$ cat src/rtl/gerenciador_leituras_rr.sv
// Round-robin read arbiter: many expander requesters share one multi-port memory read interface.
// Each accepted request gets a one-hot grant pulse and a matching one-hot ready pulse MEM_LATENCY cycles later.
module gerenciador_leituras_rr #(
    parameter int NUM_READ_PORTS   = 8,
    parameter int NUM_SOLICITACOES = 8,
    parameter int DATA_WIDH        = 32,
    parameter int ADDR_WIDTH       = 8,
    parameter int MEM_LATENCY      = 1
) (
    input  logic                                             clk,
    input  logic                                             rst_n,
    input  logic [NUM_SOLICITACOES-1:0]                      lvv_read_en_in,
    input  logic [ADDR_WIDTH*NUM_READ_PORTS*NUM_SOLICITACOES-1:0] lvv_read_addr_in,
    output logic [NUM_SOLICITACOES-1:0]                      grant_out,
    output logic                                             mem_read_en_out,
    output logic [ADDR_WIDTH*NUM_READ_PORTS-1:0]             read_addr_out,
    input  logic [DATA_WIDH*NUM_READ_PORTS-1:0]              mem_read_data_in,
    output logic [NUM_SOLICITACOES-1:0]                      ready_out,
    output logic [DATA_WIDH*NUM_READ_PORTS-1:0]              read_data_out
);

    localparam int N        = NUM_SOLICITACOES;
    localparam int PTR_W    = (N > 1) ? $clog2(N) : 1;
    localparam int BUNDLE_W = ADDR_WIDTH * NUM_READ_PORTS;

    logic [PTR_W-1:0]    ptr_q;
    logic [PTR_W-1:0]    ptr_next;
    logic [PTR_W-1:0]    winner;
    logic [PTR_W:0]      scan_idx;
    logic                found;
    logic [N-1:0]        eligible;
    logic [N-1:0]        grant_d;
    logic [N-1:0]        grant_q;
    logic                mem_en_q;
    logic [BUNDLE_W-1:0] addr_sel;
    logic [BUNDLE_W-1:0] addr_q;
    logic [N-1:0]        ret_pipe [MEM_LATENCY];

    // Requesters granted this cycle are masked so a still-high request is not issued twice.
    always_comb begin
        eligible = lvv_read_en_in & ~grant_q;
        winner   = '0;
        found    = 1'b0;
        scan_idx = '0;
        for (int i = 0; i < N; i++) begin
            scan_idx = {1'b0, ptr_q} + (PTR_W+1)'(i);
            if (scan_idx >= (PTR_W+1)'(N))
                scan_idx = scan_idx - (PTR_W+1)'(N);
            if (!found && eligible[scan_idx[PTR_W-1:0]]) begin
                winner = scan_idx[PTR_W-1:0];
                found  = 1'b1;
            end
        end

        grant_d = '0;
        if (found)
            grant_d[winner] = 1'b1;

        if (winner == PTR_W'(N-1))
            ptr_next = '0;
        else
            ptr_next = winner + PTR_W'(1);

        addr_sel = '0;
        for (int k = 0; k < N; k++) begin
            if (winner == PTR_W'(k))
                addr_sel = lvv_read_addr_in[k*BUNDLE_W +: BUNDLE_W];
        end
    end

    always_ff @(posedge clk or negedge rst_n) begin
        if (!rst_n) begin
            grant_q  <= '0;
            mem_en_q <= 1'b0;
            addr_q   <= '0;
            ptr_q    <= '0;
        end else begin
            grant_q  <= grant_d;
            mem_en_q <= found;
            if (found) begin
                addr_q <= addr_sel;
                ptr_q  <= ptr_next;
            end
        end
    end

    // Return path: the issued grant travels alongside the memory access so ready lines up with its data.
    always_ff @(posedge clk or negedge rst_n) begin
        if (!rst_n) begin
            for (int i = 0; i < MEM_LATENCY; i++)
                ret_pipe[i] <= '0;
        end else begin
            ret_pipe[0] <= grant_q;
            for (int i = 1; i < MEM_LATENCY; i++)
                ret_pipe[i] <= ret_pipe[i-1];
        end
    end

    assign grant_out       = grant_q;
    assign mem_read_en_out = mem_en_q;
    assign read_addr_out   = addr_q;
    assign ready_out       = ret_pipe[MEM_LATENCY-1];
    assign read_data_out   = mem_read_data_in;

endmodule

$ cat config.mk
export PLATFORM = sky130hd
export DESIGN_NAME = gerenciador_leituras_rr
export DESIGN_NICKNAME = d
export VERILOG_FILES = /design/src/rtl/gerenciador_leituras_rr.sv
export SDC_FILE = /design/constraint.sdc
export NUM_CORES = 1
export LEC_CHECK = 0
export ABC_AREA = 1
export CAP_MARGIN = 20
export CORE_AREA = 2 2 430 432
export CTS_CLUSTER_SIZE = 40
export DETAILED_ROUTE_END_ITERATION = 12
export DIE_AREA = 0 0 432 434
export DONT_BUFFER_PORTS = 1
export GPL_TIMING_DRIVEN = 0
export HOLD_SLACK_MARGIN = 0.15
export SETUP_SLACK_MARGIN = 0.15
export SYNTH_ARGS = -nofsm -noshare
export SYNTH_HDL_FRONTEND = slang
export SYNTH_SLANG_ARGS = --single-unit
$ cat constraint.sdc
create_clock -name clk -period 4.4 [get_ports clk]
set_clock_uncertainty 0.2 [all_clocks]
set_input_delay 0.88 -clock clk [delete_from_list [all_inputs] [get_ports clk]]
set_output_delay 0.88 -clock clk [all_outputs]
set_load 0.1 [all_outputs]
==> run summary <==
outcome = finished, final reports clean
gr busiest metal = met2
Most Frequent Cell on Critical Path = nand2_1
initial antenna violation count = 81
port bufs = 0
drc violations = 0
DIE AREA = 187,500 µm²
CP max stage delay = 0.40 ns
final-report setup violation count = 0
Slew Limit Headroom = 23.29%
crit path DAT = 4.39 ns
Critical Path End Type = flip-flop
Seq cells post-synth = 84
Die Width = 432 µm
Mapped Area = 12,980 µm²
crit start category = flip-flop
grt met2 use = 26.27%
I/O pin cnt = 1,115
routed wire length = 137.1 mm
Core Box Area = 182,500 µm²
syn avg cell area = 5.424 µm²
Syn Inst Count = 2,393
hold depth = 0
slew of the pin with the lowest slew margin = 1.151 ns
initial core utilization = 7.113%
FFs w/ async S/R, synth = 100.0%
routing usage on met1 = 14.16%
Initial DRC Count = 1,675
total congestion overflow = 0
RSZ-0062 raised after global routing = true
HP Class = flip-flop to flip-flop
Post-synth EDFFs = 0
Final Hold Violating Endpoints = 0
RD Place Congestion = 1.017
vias per inst = 3.380
Synth cell types = 37
CTS H-tree lvls = 3
WS Path Type = flip-flop to flip-flop
Max Freq = 235.3 MHz
clock-pin slew of the registers on the worst-case setup and hold paths = 0.11 ns
Crit-path slowest cell = dfrtp_1
chip height = 434 µm
worst-path fanout max = 10
wire per inst = 27.99 µm
Reg2Reg Depth = 26
final net count = 3,262
met3 Use GR = 3.664%
final worst-path setup slack = 0.1493 ns
predominant post-synthesis flop cell = dfrtp_1
CTS tree = done
# rows = 157
total track usage = 13.77%
largest net degree at the start of global routing = 85
clock latency at the later pin of the worst-skew pair = 0.47 ns
CTS buffer count = 9
final slew viol count = 0
Final ANT Viol Nets = 0
most common cell after layout, fill and taps aside = nand2_1
Final HPWL DP = 118.3 mm
CTS Buffer Depth = 2
CP Data Required Time = 4.54 ns
syn_nets = 3,176
global-route wire length before repair = 161.7 mm
DP Worst Slack = -2.385 ns
post-synthesis sequential area ratio = 16.19%
Synth warnings = 0
first-pass iteration count of the detailed router = 8
maxcap violations = 0
period utilisation layout = 96.61%
layout cells sized above 1 = 29.47%
most frequent cells in the layout = nand2_1 (658), inv_1 (315), buf_4 (300)
number of global-route vias before repair = 14,150
DR vias = 16,560
Root Driver = clkbuf_16
Final min period = 4.251 ns
Layout area overhead = 47.21%
CTS Sinks = 84
[sequential cells by signal, indices dropped and copies added (netlist names)]
name,flops
read_addr_out,64
grant_out,8
ready_out,8
ptr_q,3
mem_read_en_out,1
[cells in the mapped netlist (all sizes together) (3+ instances only)]
| master | instances | share of area [%] |
|---|---|---|
| ha | 5 | 0.48 |
| nand4 | 70 | 3.5 |
| inv | 346 | 10 |
| nand3b | 3 | 0.17 |
| nand2 | 809 | 24 |
| nor3 | 3 | 0.12 |
| dfrtp | 84 | 16 |
| a21oi | 3 | 0.12 |
| a22oi | 64 | 3.7 |
| nand3 | 240 | 9.6 |
| clkbuf | 108 | 3.1 |
| buf | 310 | 17 |
| o21ai | 132 | 5.1 |
| nor2 | 207 | 6.1 |
[worst max-delay path: cells and delay by family (launching register included)]
kind,cells,cell delay (ns)
AO/OA/AOI/OAI,1,0.21
XOR/XNOR,1,0.26
adder cells (fa/ha/maj),2,0.42
buffers and inverters,8,1.12
flip-flops,1,0.40
AND/OR/NAND/NOR,14,1.50
[repair_timing]
action | in CTS | in global routing
setup endpoints to repair | 71 | 64
endpoints found under the hold margin | 84 | 0
pin swaps | 29 | 92
cloned | 4 | 6
hold buffers | 2 | 0
gates resized for setup | 304 | 294
setup buffers | 15 | 28
[layout make-up]
type / count / area (µm²)
clock inverter: 6 / 72.57
buffer: 418 / 3287
tap: 2385 / 2984
inverter: 348 / 1355
clock buffer: 10 / 229.0
fill: 21470 / 163400
antenna: 29 / 72.57
sequential: 84 / 2126
multi-input combinational: 1543 / 8023
timing repair buffer: 75 / 959.7
[logic make-up (layout without fill, tap and decap cells)]
group | count (synthesis) | count (layout) | share of synthesized area, %
simple gates | 1334 | 1334 | 43.26
buf+inv | 766 | 857 | 30.69
compound gates | 201 | 201 | 9.051
flops | 84 | 84 | 16.19
fa+ha+maj | 5 | 5 | 0.4820
xor+xnor | 3 | 3 | 0.3182
other cells | 0 | 29 | 0
[routing by layer]
| layer | vias up | wire (µm) | share of wire (%) |
|---|---|---|---|
| met5 | - | 132 | 0.096 |
| met2 | 1191 | 74630 | 54 |
| met3 | 237 | 11120 | 8.1 |
| met1 | 7772 | 45420 | 33 |
| li1 | 7337 | - | - |
| met4 | 20 | 5812 | 4.2 |
[path summary, 6_finish.rpt]
kind                         startpoint                 to  slack (ns)
hold reg to reg            grant_out[7]       ready_out[7]        0.26
setup / recovery               ptr_q[0]   read_addr_out[1]        0.15
setup reg to reg               ptr_q[0]   read_addr_out[1]        0.15
max in group asynchronous         rst_n       grant_out[6]        2.62
min in group asynchronous         rst_n  read_addr_out[46]        0.77
hold / removal             grant_out[7]       ready_out[7]        0.26
[metrics by stage]
step	instances	area, µm²	hold slack, ns	setup TNS (ns)	util, %
after floorplan	2393	12980	0.3844	0	-
after global placement	4778	15960	0.3902	-199.65	8.748
after detailed placement	4798	16280	0.2993	-136.74	8.919
after CTS	4835	17840	0.2784	0	9.776
after global routing	4887	19080	0.2810	0	10.46
final	4898	19110	0.2595	0	10.47
Power is not shown: default switching activity piles up to over one toggle a cycle in this logic, so the estimate is an artifact.
